===== src/rtl/aha_reset_req_sequencer.sv =====
// ============================================================================
// Module  : aha_reset_req_sequencer
// Brief   : Sequential 4-phase REQ/ACK reset requester with per-phase timeout.
//           Optional ACK 2-flop synchronizer: AHA_RST_SEQ_ACK_SYNC_EN.
// Revision: 1.0 - initial release
// ============================================================================
`default_nettype none

module aha_reset_req_sequencer #(
    parameter int NUM_CH         = 8,
    parameter int TIMEOUT_CYCLES = 255
) (
    input  logic              CLK,
    input  logic              RESET,
    input  logic              CMD_VALID,
    input  logic [NUM_CH-1:0] CMD_MASK,
    output logic              CMD_READY,
    output logic [NUM_CH-1:0] REQ,
    input  logic [NUM_CH-1:0] ACK,
    output logic              BUSY,
    output logic              DONE,
    output logic [NUM_CH-1:0] ERR_MASK
);

    localparam int IW = (NUM_CH > 1) ? $clog2(NUM_CH) : 1;
    localparam int CW = $clog2(TIMEOUT_CYCLES + 1);
    localparam logic [CW-1:0] c_cnt_last = CW'(TIMEOUT_CYCLES - 1);

    typedef enum logic [2:0] {
        ST_IDLE     = 3'd0,
        ST_SCAN     = 3'd1,
        ST_WAIT_ACK = 3'd2,
        ST_WAIT_REL = 3'd3,
        ST_FIN      = 3'd4
    } state_t;

    state_t            r_state;
    logic [NUM_CH-1:0] r_pending;
    logic [NUM_CH-1:0] r_req;
    logic [NUM_CH-1:0] r_err_mask;
    logic [IW-1:0]     r_idx;
    logic [CW-1:0]     r_cnt;
    logic              r_done;

    logic [NUM_CH-1:0] w_ack_s;
    logic [IW-1:0]     w_lo_idx;
    logic [NUM_CH-1:0] w_lo_onehot;
    logic              w_ack_cur;
    logic              w_cnt_expired;

`ifdef AHA_RST_SEQ_ACK_SYNC_EN
    logic [NUM_CH-1:0] r_ack_meta;
    logic [NUM_CH-1:0] r_ack_sync;

    always_ff @(posedge CLK) begin
        if (RESET) begin
            r_ack_meta <= '0;
            r_ack_sync <= '0;
        end else begin
            r_ack_meta <= ACK;
            r_ack_sync <= r_ack_meta;
        end
    end

    assign w_ack_s = r_ack_sync;
`else
    assign w_ack_s = ACK;
`endif

    // Lowest pending channel wins: scan from the top so the lowest index is written last.
    always_comb begin
        w_lo_idx = '0;
        for (int i = NUM_CH - 1; i >= 0; i--) begin
            if (r_pending[i]) begin
                w_lo_idx = IW'(i);
            end
        end
    end

    assign w_lo_onehot   = NUM_CH'(1) << w_lo_idx;
    assign w_ack_cur     = w_ack_s[r_idx];
    assign w_cnt_expired = (r_cnt == c_cnt_last);

    always_ff @(posedge CLK) begin
        if (RESET) begin
            r_state    <= ST_IDLE;
            r_pending  <= '0;
            r_req      <= '0;
            r_err_mask <= '0;
            r_idx      <= '0;
            r_cnt      <= '0;
            r_done     <= 1'b0;
        end else begin
            r_done <= 1'b0;
            case (r_state)
                ST_IDLE: begin
                    if (CMD_VALID) begin
                        r_pending  <= CMD_MASK;
                        r_err_mask <= '0;
                        if (CMD_MASK == '0) begin
                            r_state <= ST_FIN;
                            r_done  <= 1'b1;
                        end else begin
                            r_state <= ST_SCAN;
                        end
                    end
                end
                ST_SCAN: begin
                    r_idx     <= w_lo_idx;
                    r_pending <= r_pending & ~w_lo_onehot;
                    r_req     <= w_lo_onehot;
                    r_cnt     <= '0;
                    r_state   <= ST_WAIT_ACK;
                end
                ST_WAIT_ACK: begin
                    if (w_ack_cur || w_cnt_expired) begin
                        if (!w_ack_cur) begin
                            r_err_mask[r_idx] <= 1'b1;
                        end
                        r_req   <= '0;
                        r_cnt   <= '0;
                        r_state <= ST_WAIT_REL;
                    end else begin
                        r_cnt <= r_cnt + CW'(1);
                    end
                end
                ST_WAIT_REL: begin
                    // A release seen on the last allowed cycle still counts as clean.
                    if (!w_ack_cur || w_cnt_expired) begin
                        if (w_ack_cur) begin
                            r_err_mask[r_idx] <= 1'b1;
                        end
                        if (r_pending != '0) begin
                            r_state <= ST_SCAN;
                        end else begin
                            r_state <= ST_FIN;
                            r_done  <= 1'b1;
                        end
                    end else begin
                        r_cnt <= r_cnt + CW'(1);
                    end
                end
                ST_FIN: begin
                    r_state <= ST_IDLE;
                end
                default: begin
                    r_state <= ST_IDLE;
                end
            endcase
        end
    end

    assign CMD_READY = (r_state == ST_IDLE);
    assign BUSY      = (r_state != ST_IDLE);
    assign REQ       = r_req;
    assign DONE      = r_done;
    assign ERR_MASK  = r_err_mask;

endmodule

`default_nettype wire


===== config.mk =====
export PLATFORM = sky130hd
export DESIGN_NAME = aha_reset_req_sequencer
export DESIGN_NICKNAME = d
export VERILOG_FILES = /design/src/rtl/aha_reset_req_sequencer.sv
export SDC_FILE = /design/constraint.sdc
export NUM_CORES = 1
export LEC_CHECK = 0
export CAP_MARGIN = 20
export CORE_UTILIZATION = 30
export DETAILED_ROUTE_END_ITERATION = 8
export PLACE_DENSITY = 0.64
export SYNTH_ARGS = -nofsm -noshare
export SYNTH_HDL_FRONTEND = slang
export SYNTH_SLANG_ARGS = --single-unit

===== constraint.sdc =====
create_clock -name CLK -period 3.6 [get_ports CLK]
set_input_delay 0.72 -clock CLK [delete_from_list [all_inputs] [get_ports CLK]]
set_output_delay 0.72 -clock CLK [all_outputs]
set_load 0.02 [all_outputs]

# After elaboration in Yosys (flattened, before gate mapping)
# Cells that the tools add are included.
# Widths: inputs -> output; s select.
# op_classes
add_sub_neg	1
n_lt_le_gt_ge	2
n_eq_ne	10
shifts	1
muxes	36
bitwise_logic	3
reduce_logical	17
# op_table
operator	n
$mux 8	9
$pmux 8 s3	2
$mux 3	13
$pmux 8 s2	2
$ne 2x2->1 const B	6
$pmux 3 s4	1
$reduce_bool 3->1	3
$add 8x1->8 const B	1
$and 8x8->8	1
$eq 8x8->1 const B	1
$logic_not 8->1	1
$not 8->8	1
$or 8x8->8	1
$reduce_bool 8->1	1
$shl 1x3->8 const A	1
$eq 3x2->1 const B	2
$mux 1	6
$reduce_and 2->1	3
$reduce_and 6->1	1
$lt 3x4->1 const B	1
$reduce_bool 2->1	2
$bmux 1 s3	1
$demux 1 s3	1
$eq 3x1->1 const B	1
other kinds (7)	8
# totals
ff_bits	39
input_bits	19

# Logic depth before layout (Yosys ltp)
# logic_depth
word_depth	12
depth_mapped	9

# Worst setup path before layout
# No wires, ideal clock.
# synth_timing
path_kind	in2reg
from	input port ACK[6]
to	register r_cnt[1]
arrival_time_ns	2.147
slack_ns	1.373
cell_stages	7
path_cell_list	mux4_2 -> mux2_4 -> o21ai_1 -> a21oi_1 -> or2_1 -> buf_6 -> a211oi_2
# synth_via
elab_chain_len	6
elab_cells_between_ends	9
classes_between	1 x eq/ne; 4 x mux; 4 x reduce/logical
# synth_lines
item	line	text
start: declaration	19	input logic [NUM_CH-1:0] ACK,
$bmux 1 s3 *	81	assign w_ack_cur = w_ack_s[r_idx];
$mux 1 (not written as such) *	81	
$logic_not 1->1	129	if (!w_ack_cur || w_cnt_expired) begin
$logic_or 1x1->1	129	
$ne 2x2->1 (no line)	--	
$reduce_and 2->1 (no line)	--	
end signal: assignment	124	r_cnt <= r_cnt + CW'(1);
end signal: assignment	140	r_cnt <= r_cnt + CW'(1);
end: declaration	42	logic [CW-1:0] r_cnt;
# Every way passes the cells marked *; elsewhere a longest branch is shown, timed or not. The select of a mux whose other input is x is not followed.
# A chain may end at the register's enable or synchronous reset.

# Final worst setup path
# layout_timing
from	register r_state[0]
to	output port CMD_READY
# layout_via
elab_chain_len	1
# layout_lines
item	line	text
start: declaration	37	state_t r_state;
start signal: assignment	86	r_state <= ST_IDLE;
start signal: assignment	101	r_state <= ST_FIN;
start signal: assignment	104	r_state <= ST_SCAN;
$logic_not 3->1	153	assign CMD_READY = (r_state == ST_IDLE);
end: declaration	17	output logic CMD_READY,
# No other way between the ends.

==> out/metrics.csv <==
metric,value,unit
drt_pre_antenna_iters,4,
io_buffers,37,
syn_inst,207,
overflow,0,
synth.net_count,228,
finalCritPeriodShare,0.688,
ir_drop,0.000245,V
period_needed,2480,ps
syn_area,1810,sq um
rr_endpoint,r_cnt[5],
p_leak,0.767,nW
synth-edff-count,0,
endpoint_kind,primary output,
rsz0062_at_grt,no,
fmax,404,MHz
yosysWarnings,0,
synth_top_area_share,0.432,
slew_headroom,0.518,
reg2reg_depth,6,
seqPwrFrac,0.444,
root_buffer,clkbuf_8,
syn_avg_cell_area,8.73,sq um
viasPerCell,5.03,
clock_skew,5.63,ps
synth.distinct_cells,40,
syn_to_final_growth,26.6,%
grt_pass1_vias,1494,
synth_simple_gate_area_frac,0.246,
startpoint,r_state[0],
diodes,0,
cp-endpoint,CMD_READY,
final-setup-viol-count,0,
drc,0,
combPwrFrac,0.335,
synth_top_family_by_area,simple AND/OR/NAND/NOR gates,
hpwl,3.01,mm
antenna_found_initial,0,
die_width,79.6,um
die-area,6340,sq um
finalHoldViolCount,0,
holdBufCountCts,0,
critPathMaxFanout,10,
fillers,581,
drive_gt1_frac,0.0744,
clkPwrFrac,0.221,
synth_top_area_cell,dfxtp_1,
htree_levels,2,
initial_utilization,0.320,
critPathKind,reg -> out,
yosys_register_bits,39,
critPathRequiredTime,2880,ps
timing.rr.start,r_state[0],
synth_flop_cell,dfxtp_1,
cts_setup_buffers,0,
p_int,0.774,mW
cts_tree,done,
synth_xor_xnor_area_share,0.0381,
synth_area_leaders,"dfxtp_1 (43%), nand2_1 (5.0%), a21oi_1 (4.7%), nor2_1 (4.2%), a22o_1 (3.9%)",
fin_setup_tns,0,ps
grt_max_degree,20,
ant_nets,0,
crit_path_start_kind,flip-flop,
fin_cells,314,
p_sw_frac,0.352,
grt_pass1_wl,6.71,mm
run_status,completed,
synth-compound-area-share,0.189,
cts_buffers,5,
synthMuxAreaShare,0.0332,
synthAdderAreaFrac,0.0139,
powerDensity,522,nW/um^2
cp_data_arrival_time,1760,ps
synth_common_cells,"dfxtp_1 (39), nand2_1 (24), nor2_1 (20), a21oi_1 (17), nand3_1 (11)",
vias,1578,
pin_count,38,
hold_path.class,reg -> reg,
grt_use_total,0.136,
yosysMostFrequentCell,dfxtp_1,
cts.clk_slew.worst_paths,70,ps
yosysSeqAreaShare,0.432,
ys_async_sr_fraction,0,
dp_cells,308,
cts-resized-gates,0,
cap_violations,0,
power_switching,0.421,mW
holdWs,454,ps
clock_latency,280,ps
coreArea,5640,sq um
drtIter0Drc,71,
worst_pin_slew,719,ps
place.gp.congestion,0.762,
die_h,79.6,um
total_power,1.20,mW
routedWlPerCell,12.7,um
drv_slew,0,
reg2reg_setup_slack,1430,ps
clk_path_buf_depth,2,
clock-sinks,39,
wirelength,3.98,mm
finish.net_count,264,
row_count,27,
-- logic make-up (layout without fill, tap and decap cells) --
family | Yosys count | in the layout
compound gates | 49 | 49
mux | 3 | 3
xor+xnor | 7 | 7
flops | 39 | 39
fa+ha+maj | 2 | 2
simple gates | 91 | 91
buf+inv | 16 | 51
-- power groups by stage --
stage	clock network, mW	registers [mW]	logic [mW]
after detailed placement	0	0.540	0.399
after global routing	0.306	0.539	0.446
after CTS	0.278	0.531	0.402
after global placement	0	0.540	0.396
after floorplan	0	0.522	0.316
final	0.264	0.530	0.401
-- flip-flops by register name (all words and copies together), names as in the netlist --
| signal | count |
|---|---|
| r_state | 3 |
| r_cnt | 8 |
| DONE | 1 |
| REQ | 8 |
| ERR_MASK | 8 |
| r_pending | 8 |
| r_idx | 3 |
-- layout by cell type, fill, tap and decap left out, drive strengths merged, types with 2 or more instances in the layout --
master	Yosys	routed
nand3	11	11
inv	7	7
nand2	24	24
or3	3	3
nor3	4	4
o21ai	4	4
nand4	2	2
a32o	4	4
clkdlybuf4s50	0	37
and3	3	3
nor2	21	21
or2	6	6
mux4	2	2
dfxtp	39	39
a211oi	2	2
a22o	8	8
nand2b	4	4
clkbuf	5	6
o211ai	5	5
nor2b	2	2
ha	2	2
xnor2	6	6
a21oi	18	18
nor4	7	7
o31ai	4	4
nor3b	3	3
-- routing by layer --
metal / GRT usage / routed length (um)
met1: 0.178 / 1930
met2: 0.216 / 1810
met3: 0.0423 / 208
met4: 0.0327 / 23
met5: 0 / 0
-- worst max-delay path, stage by stage (launching register included) --
cell             delay (ps)
dfxtp_1                 410
nor3_1                  370
clkdlybuf4s50_1         690
-- layout make-up --
type / instances / area [sq um] / share of cell area
clock buffers: 6 / 72.6 / 0.0317
inverters: 7 / 26.3 / 0.0115
multi-input cells: 152 / 940 / 0.411
flip-flops and latches: 39 / 781 / 0.341
well taps: 72 / 90.1 / 0.0394
repair buffers: 38 / 378 / 0.165
-- how the worst min path moves through the flow --
| stage | start | end | slack, ps | cells after the start |
|---|---|---|---|---|
| after floorplan | r_pending[6] | r_pending[6] | 460 | 2 |
| after global placement | ERR_MASK[7] | ERR_MASK[7] | 440 | 2 |
| after detailed placement | ERR_MASK[3] | ERR_MASK[3] | 450 | 2 |
| after CTS | ERR_MASK[3] | ERR_MASK[3] | 460 | 2 |
| after global routing | ERR_MASK[3] | ERR_MASK[3] | 480 | 2 |
| final | ERR_MASK[3] | ERR_MASK[3] | 450 | 2 |
-- through the flow --
stage	util	setup WS, ps	cell area [sq um]
floorplan	-	1370	1810
global placement	0.393	866	2210
detailed placement	0.393	833	2210
CTS	0.405	1090	2290
global route	0.405	1030	2290
finish	0.405	1120	2290
Note: power is estimated with default switching activity, not from simulation.
